**src/rtl/param_ff_bank.sv**
```systemverilog
// param_ff_bank: WIDTH clocked storage bits with run-time D/T/JK/SR mode,
// sticky per-bit forbidden-SR flags and a saturating transition counter.
module param_ff_bank #(
  parameter int               WIDTH     = 4,
  parameter logic [WIDTH-1:0] RESET_VAL = {WIDTH{1'b0}},
  parameter int               CNT_W     = 8
) (
  input  logic             clk,
  input  logic             rst,
  input  logic             en,
  input  logic [1:0]       mode,
  input  logic [WIDTH-1:0] a,
  input  logic [WIDTH-1:0] b,
  input  logic             clr_flags,
  output logic [WIDTH-1:0] Q,
  output logic [WIDTH-1:0] Qn,
  output logic [WIDTH-1:0] sr_invalid,
  output logic [CNT_W-1:0] trans_cnt
);

  // Six bits hold any popcount of up to 32 bits.
  localparam int PC_W  = 6;
  localparam int SUM_W = CNT_W + PC_W;

  localparam logic [1:0] MODE_D  = 2'b00;
  localparam logic [1:0] MODE_T  = 2'b01;
  localparam logic [1:0] MODE_JK = 2'b10;
  localparam logic [1:0] MODE_SR = 2'b11;

  localparam logic [CNT_W-1:0] CNT_MAX = {CNT_W{1'b1}};

  logic [WIDTH-1:0] q_r;
  logic [WIDTH-1:0] flags_r;
  logic [CNT_W-1:0] cnt_r;

  logic [WIDTH-1:0] next_q_s;
  logic [WIDTH-1:0] set_flags_s;
  logic [WIDTH-1:0] next_flags_s;
  logic [PC_W-1:0]  n_trans_s;
  logic [CNT_W-1:0] cnt_base_s;
  logic [SUM_W-1:0] cnt_sum_s;
  logic [CNT_W-1:0] next_cnt_s;

  // Number of set bits in a WIDTH-bit vector.
  function automatic logic [PC_W-1:0] popcount(input logic [WIDTH-1:0] v);
    logic [PC_W-1:0] c;
    c = {PC_W{1'b0}};
    for (int i = 0; i < WIDTH; i++) begin
      c = c + {{(PC_W-1){1'b0}}, v[i]};
    end
    return c;
  endfunction

  // Per-bit next state; with en low, or on a forbidden SR pair, the bit holds.
  always_comb begin
    next_q_s = q_r;
    if (en) begin
      for (int i = 0; i < WIDTH; i++) begin
        case (mode)
          MODE_D:  next_q_s[i] = a[i];
          MODE_T:  next_q_s[i] = q_r[i] ^ a[i];
          MODE_JK: begin
            case ({a[i], b[i]})
              2'b01:   next_q_s[i] = 1'b0;
              2'b10:   next_q_s[i] = 1'b1;
              2'b11:   next_q_s[i] = ~q_r[i];
              default: next_q_s[i] = q_r[i];
            endcase
          end
          MODE_SR: begin
            case ({a[i], b[i]})
              2'b01:   next_q_s[i] = 1'b0;
              2'b10:   next_q_s[i] = 1'b1;
              default: next_q_s[i] = q_r[i];
            endcase
          end
          default: next_q_s[i] = q_r[i];
        endcase
      end
    end else begin
      next_q_s = q_r;
    end
  end

  // Forbidden-SR detection; a fresh set beats a simultaneous clear.
  always_comb begin
    set_flags_s = {WIDTH{1'b0}};
    if (en && (mode == MODE_SR)) begin
      set_flags_s = a & b;
    end else begin
      set_flags_s = {WIDTH{1'b0}};
    end
    if (clr_flags) begin
      next_flags_s = set_flags_s;
    end else begin
      next_flags_s = flags_r | set_flags_s;
    end
  end

  // Saturating transition count; a clear restarts from this edge's transitions.
  always_comb begin
    n_trans_s  = popcount(next_q_s ^ q_r);
    cnt_base_s = clr_flags ? {CNT_W{1'b0}} : cnt_r;
    cnt_sum_s  = {{PC_W{1'b0}}, cnt_base_s} + {{CNT_W{1'b0}}, n_trans_s};
    if (cnt_sum_s > {{PC_W{1'b0}}, CNT_MAX}) begin
      next_cnt_s = CNT_MAX;
    end else begin
      next_cnt_s = cnt_sum_s[CNT_W-1:0];
    end
  end

  // State registers; synchronous reset overrides every other input.
  always_ff @(posedge clk) begin
    if (rst) begin
      q_r     <= RESET_VAL;
      flags_r <= {WIDTH{1'b0}};
      cnt_r   <= {CNT_W{1'b0}};
    end else begin
      q_r     <= next_q_s;
      flags_r <= next_flags_s;
      cnt_r   <= next_cnt_s;
    end
  end

  assign Q          = q_r;
  assign Qn         = ~q_r;
  assign sr_invalid = flags_r;
  assign trans_cnt  = cnt_r;

endmodule

```
**config.mk**
```make
export PLATFORM = sky130hd
export DESIGN_NAME = param_ff_bank
export DESIGN_NICKNAME = d
export VERILOG_FILES = /design/src/rtl/param_ff_bank.sv
export SDC_FILE = /design/constraint.sdc
export NUM_CORES = 1
export LEC_CHECK = 0
export ABC_CLOCK_PERIOD_IN_PS = 3820
export BUFFER_PORTS_ARGS = -buffer_cell sky130_fd_sc_hd__clkbuf_2
export CAP_MARGIN = 20
export CORE_MARGIN = 2
export CORE_UTILIZATION = 51
export CTS_CLUSTER_DIAMETER = 200
export CTS_CLUSTER_SIZE = 28
export DETAILED_ROUTE_END_ITERATION = 10
export GPL_TIMING_DRIVEN = 0
export HOLD_SLACK_MARGIN = 0.08
export MAX_ROUTING_LAYER = met4
export PLACE_DENSITY = 0.8
export SLEW_MARGIN = 20
export SYNTH_ARGS = -nofsm -noshare
export SYNTH_HDL_FRONTEND = slang
export SYNTH_SLANG_ARGS = --single-unit
export TNS_END_PERCENT = 1
```
**constraint.sdc**
```tcl
create_clock -name clk -period 3.82 [get_ports clk]
set_clock_uncertainty 0.2 [all_clocks]
set_input_delay 0.382 -clock clk [delete_from_list [all_inputs] [get_ports clk]]
set_output_delay 0.382 -clock clk [all_outputs]
set_load 0.01 [all_outputs]
```
======== Word-level counts from Yosys, hierarchy flattened ========
Cells that the tools add are included.
storage, ports and cells
  register bits after elaboration ......... 16
  latch bits .............................. 0
  bits in writable memories ............... 0
  ROM bits ................................ 0
  bits of input ports ..................... 14
  output and inout bits ................... 20
  logic and storage cells ................. 54
  memories ................................ 0
cells by class
  $add $sub $neg .......................... 4
  multipliers ............................. 0
  div/mod/pow operators ................... 0
  order comparisons ....................... 1
  equality and inequality tests ........... 15
  shift operators ......................... 0
  multiplexer cells ....................... 17
  bitwise logic cells ..................... 12
  reduce and logical (&&, ||, !) cells .... 2
operator list
  cell                                                                    count
  2-bit equality test (second input constant)                             10
  8-bit two-way mux                                                       2
  1-bit case mux with 4 select lines                                      4
  4-bit two-way mux                                                       3
  1-bit case mux with 3 select lines                                      4
  2-bit by 1-bit equality test with 1-bit output (second input constant)  5
  8-bit by 4-bit adder with 9-bit output                                  1
  9-bit by 8-bit > comparator with 1-bit output (second input constant)   1
  1-bit case mux with 2 select lines                                      4
  3-bit by 1-bit adder with 4-bit output                                  1
  4-bit bitwise AND                                                       1
  1-bit NOT                                                               4
  4-bit NOT                                                               1
  4-bit bitwise OR                                                        1
  1-bit XOR                                                               4
  4-bit XOR                                                               1
  2-bit by 1-bit adder with 3-bit output                                  1
  1-bit by 1-bit adder with 2-bit output                                  1
  2-bit logical NOT                                                       1
  1-bit logical AND                                                       1

======== Depth between registers and ports, before layout ========
  word-level depth ........................ 11
  mapped depth ............................ 14
  mapped depth without buffers ............ 14

======== Least setup slack after synthesis ========
Ideal clock, no wire load.
  path type ............................... input-to-reg
  start point ............................. input mode[0]
  end point ............................... register cnt_r[4], in the netlist trans_cnt[4]
  setup time .............................. 128 ps
  arrival time ............................ 3217 ps
  required time ........................... 3492 ps
  path slack .............................. 276 ps
  cell stages on the path ................. 13
  path buffers ............................ 1
  path through ............................ buf_2 -> or2_2 -> a21oi_1 -> o22a_2 -> mux2_4 -> fa_1 -> inv_1 -> fa_1 -> fa_1 -> nand3_1 -> xor2_1 -> o21a_1 -> nor2_1
on the way
  word-level cells in the longest chain between the ends .. 10
  elaborated cells between the ends (all ways) .. 16
  those cells by class .................... add/sub (4); order compare (1); eq/ne (3); mux (6); bitwise (1); reduce/logical (1)
ends and longest elaborated chain
  item                                               line  RTL
  start, declared                                    11    input logic [1:0] mode,
  2-bit equality test, or another cell as far along  59    case (mode)
  1-bit case mux with 4 select lines                 59
  4-bit two-way mux *                                57    if (en) begin
  4-bit XOR *                                        102   n_trans_s = popcount(next_q_s ^ q_r);
  1-bit by 1-bit adder with 2-bit output             49    c = c + {{(PC_W-1){1'b0}}, v[i]};
  2-bit by 1-bit adder with 3-bit output             49
  3-bit by 1-bit adder with 4-bit output *           49
  8-bit by 4-bit adder with 9-bit output *           104   cnt_sum_s = {{PC_W{1'b0}}, cnt_base_s} + {{CNT_W{1'b0}}, n_trans_s};
  9-bit by 8-bit > comparator with 1-bit output      105   if (cnt_sum_s > {{PC_W{1'b0}}, CNT_MAX}) begin
  8-bit two-way mux *                                105
  end signal, assigned                               117   cnt_r <= {CNT_W{1'b0}};
  end signal, assigned                               121   cnt_r <= next_cnt_s;
  end, declared                                      34    logic [CNT_W-1:0] cnt_r;
Every way passes the cells marked *; elsewhere a longest branch is shown, timed or not.
A chain may end at the register's enable or synchronous reset.

======== Worst setup path after layout ========
  start point ............................. register q_r[2], in the netlist Q[2]
  end point ............................... register cnt_r[4], in the netlist trans_cnt[4]
on the way
  word-level cells in the longest chain between the ends .. 10
  elaborated cells between the ends (all ways) .. 12
  those cells by class .................... add/sub (3); order compare (1); mux (5); bitwise (3)
ends and longest elaborated chain
  item                                           line  RTL
  start, declared                                32    logic [WIDTH-1:0] q_r;
  start signal, assigned                         119   q_r <= next_q_s;
  1-bit NOT                                      66    2'b11: next_q_s[i] = ~q_r[i];
  1-bit case mux with 3 select lines             63    case ({a[i], b[i]})
  1-bit case mux with 4 select lines             59
  4-bit two-way mux                              57
  4-bit XOR *                                    102
  2-bit by 1-bit adder with 3-bit output *       49
  3-bit by 1-bit adder with 4-bit output *       49
  8-bit by 4-bit adder with 9-bit output *       104
  9-bit by 8-bit > comparator with 1-bit output  105
  8-bit two-way mux *                            105
Marks and branches as above.

==> flow_summary.toml <==
[status]
status = "finished, final reports clean"

[die]
io_pins = 34
die_y_microns = 51.69
start_util_pct = 52.94
dieArea_sq_um = 2672
row_count = 17
core-area_sq_um = 2191
die_w_microns = 51.69

[timing]
min_period_ns = 3.566
relSlewSlack_pct = 70.69
hold_ws_ns = 0.2357
drv_slew = 0
hold_viol = 0
worst_pin_slew_ns = 0.4397
layout_setup_ws_ns = 0.2541
max_freq_ghz = 0.2804
rsz0062_at_grt = "false"
finalCritPeriodShare_pct = 93.35
setup_viol = 0
fin_setup_tns_ns = 0

[synth]
synth-edff-count = 0
ys_seq_area_share_pct = 27.62
yosys-top-cells-area = "dfxtp_1, ha_1, a21oi_1"
synth_xor_area_share_pct = 3.020
yosys_warnings = 0
synthArstFlopShare_pct = 0
netlist_instances = 138
syn_nets = 164
synth-simple-area-share_pct = 19.85
synth_top_family_by_area = "compound AO/OA/AOI/OAI gates"
synth.mux.area_fraction_pct = 4.746
netlist.area_leader.share_pct = 27.62
yosys.area.top_type = "dfxtp_1"
ys_seq_elements = 16
ys.flop_type = "dfxtp_1"
synth.distinct_cells = 41
synth_compound_area_share_pct = 20.50
syn_area_sq_um = 1160
synthAdderAreaFrac_pct = 16.72
avgSynthCellArea_sq_um = 8.405

[final_layout]
fillerInstances = 194
final_util_pct = 63.28
stdcell_area_sq_um = 1386
stdcell_count = 201
drive_gt1_share_pct = 24.86
antenna_cells = 0
layout.nets = 200
areaGrowthSynthToFinish_pct = 19.53

[worst_setup_path]
cp_slowest_cell = "fa_1"
cp-end-kind = "flip-flop"
crit_path_frequent_cell = "fa_1"
r2r_start = "Q[2]$_SDFF_PP0_"
cp.arrival_ns = 3.53
start_kind = "flip-flop"
critPathMaxFanout = 8
cp.required_ns = 3.79
crit_chain = "a21o_1, a32o_1, o22a_2, mux2_4, fa_1, inv_1, fa_1, fa_1, nand4_1, o21a_1, nor2_1"
slowest_delay_ns = 0.48
path_class = "flip-flop to flip-flop"
worstSetupStartpoint = "Q[2]$_SDFF_PP0_"

[routing]
ant_nets = 0
vias = 1107
wl_microns = 2522
via_per_inst = 5.507
wl_per_cell_microns = 12.55
dr.pass1.iters = 4
drtIter0Drc = 20
route.detailed.drc = 0

[clocking]
holdBufCountCts = 0
clk_pin_slew_worst_paths_ns = 0.10
insertion_delay_ns = 0.29
h-tree-depth = 1
cts_tree = "done"
postCtsSetupBuffers = 0
cts_buffer_depth = 2
numCtsBuffers = 3
cts-root-buf = "clkbuf_4"
ctsResizeCount = 0
cts_num_sinks = 16

[pwr]
ir_worst_vdd_mv = 0.2823
leakagePower_nw = 0.6562
totalPowerFinal_mw = 0.4117
p_per_area_nw_per_um2 = 297.0

[worst_hold_path]
hold_start = "rst"
min_path_type = "input port to flip-flop"

[place]
place_inst = 197
pre_cts_slack_ns = 0.02530
gp_congestion = 0.7618
hpwl_microns = 2038
place_area_sq_um = 1350
portBuffers = 31

[grt]
track_usage_pct = 21.21
overflow = 0
antenna_found_initial = 0
grt_pass1_wl_microns = 4257
grt_pass1_vias = 1024
grt_max_degree = 11

[job]
cap_violations = 0
==> placed cells by master (no fill, tap or decap), types with 3 or more instances in the layout <==
cell	instances
a21oi_1	12
a22oi_1	3
clkbuf_1	3
clkbuf_2	31
clkbuf_4	3
dfxtp_1	16
fa_1	3
ha_1	9
inv_1	15
mux2i_1	4
nand2_1	4
nand2b_1	4
nand3_1	3
nor2_1	11
nor2b_1	8
nor3_1	5
o21a_1	3
xnor2_1	3
==> critical path, delay by kind of cell, from the launching register on <==
kind | cells | cell delay (ns)
flip-flops | 1 | 0.39
multiplexers | 1 | 0.30
AO/OA/AOI/OAI | 4 | 0.80
adder cells (fa/ha/maj) | 3 | 1.40
AND/OR/NAND/NOR | 2 | 0.28
buffers and inverters | 1 | 0.06
==> where the power goes <==
group          total [mW]  leakage (nW)  internal [mW]  switching, mW
combinational       0.116         0.505         0.0521         0.0634
sequential          0.185         0.130          0.176        0.00842
clock               0.111        0.0210         0.0581         0.0533
total               0.412         0.656          0.287          0.125
==> synthesized netlist by cell type (3+ instances only) <==
cell type and instances:
a21oi_1 12, a22oi_1 3, clkbuf_1 3, dfxtp_1 16, fa_1 3, ha_1 9, inv_1 15, mux2i_1 4
nand2_1 4, nand2b_1 4, nand3_1 3, nor2_1 11, nor2b_1 8, nor3_1 5, o21a_1 3, xnor2_1 3
==> final cells by class <==
cell class | count | area, sq um | share of cell area [%]
buffer | 6 | 31.28 | 2.256
clock buffer | 4 | 36.28 | 2.617
inverter | 15 | 56.30 | 4.061
multi-input combinational | 101 | 752.0 | 54.24
sequential | 16 | 320.3 | 23.10
tap | 28 | 35.03 | 2.527
timing repair buffer | 31 | 155.1 | 11.19
==> metal layers <==
layer  track usage (%)  share of wire, %  up-vias
met1             24.01                44      526
met3             1.724               3.9        4
met5                 -                 0        -
met2             38.89                51       25
li1                  -                 -      552
met4             7.895               1.2        0
==> final timing paths <==
kind | end | slack [ns] | depth (start not counted)
max | trans_cnt[4]$_SDFF_PP0_ | 0.25 | 11
min | trans_cnt[1]$_SDFF_PP0_ | 0.24 | 2
max reg2reg | trans_cnt[4]$_SDFF_PP0_ | 0.25 | 11
min reg2reg | trans_cnt[6]$_SDFF_PP0_ | 0.38 | 2
==> registers in the layout (all words and copies together) (netlist names) <==
name	flops
sr_invalid	4
trans_cnt	8
Q	4
==> cell families after synthesis <==
group,count (synthesis)
simple gates,43
compound gates,35
buf+inv,21
flops,16
fa+ha+maj,14
mux,5
xor+xnor,4
Power figures use the tool's default switching activity.
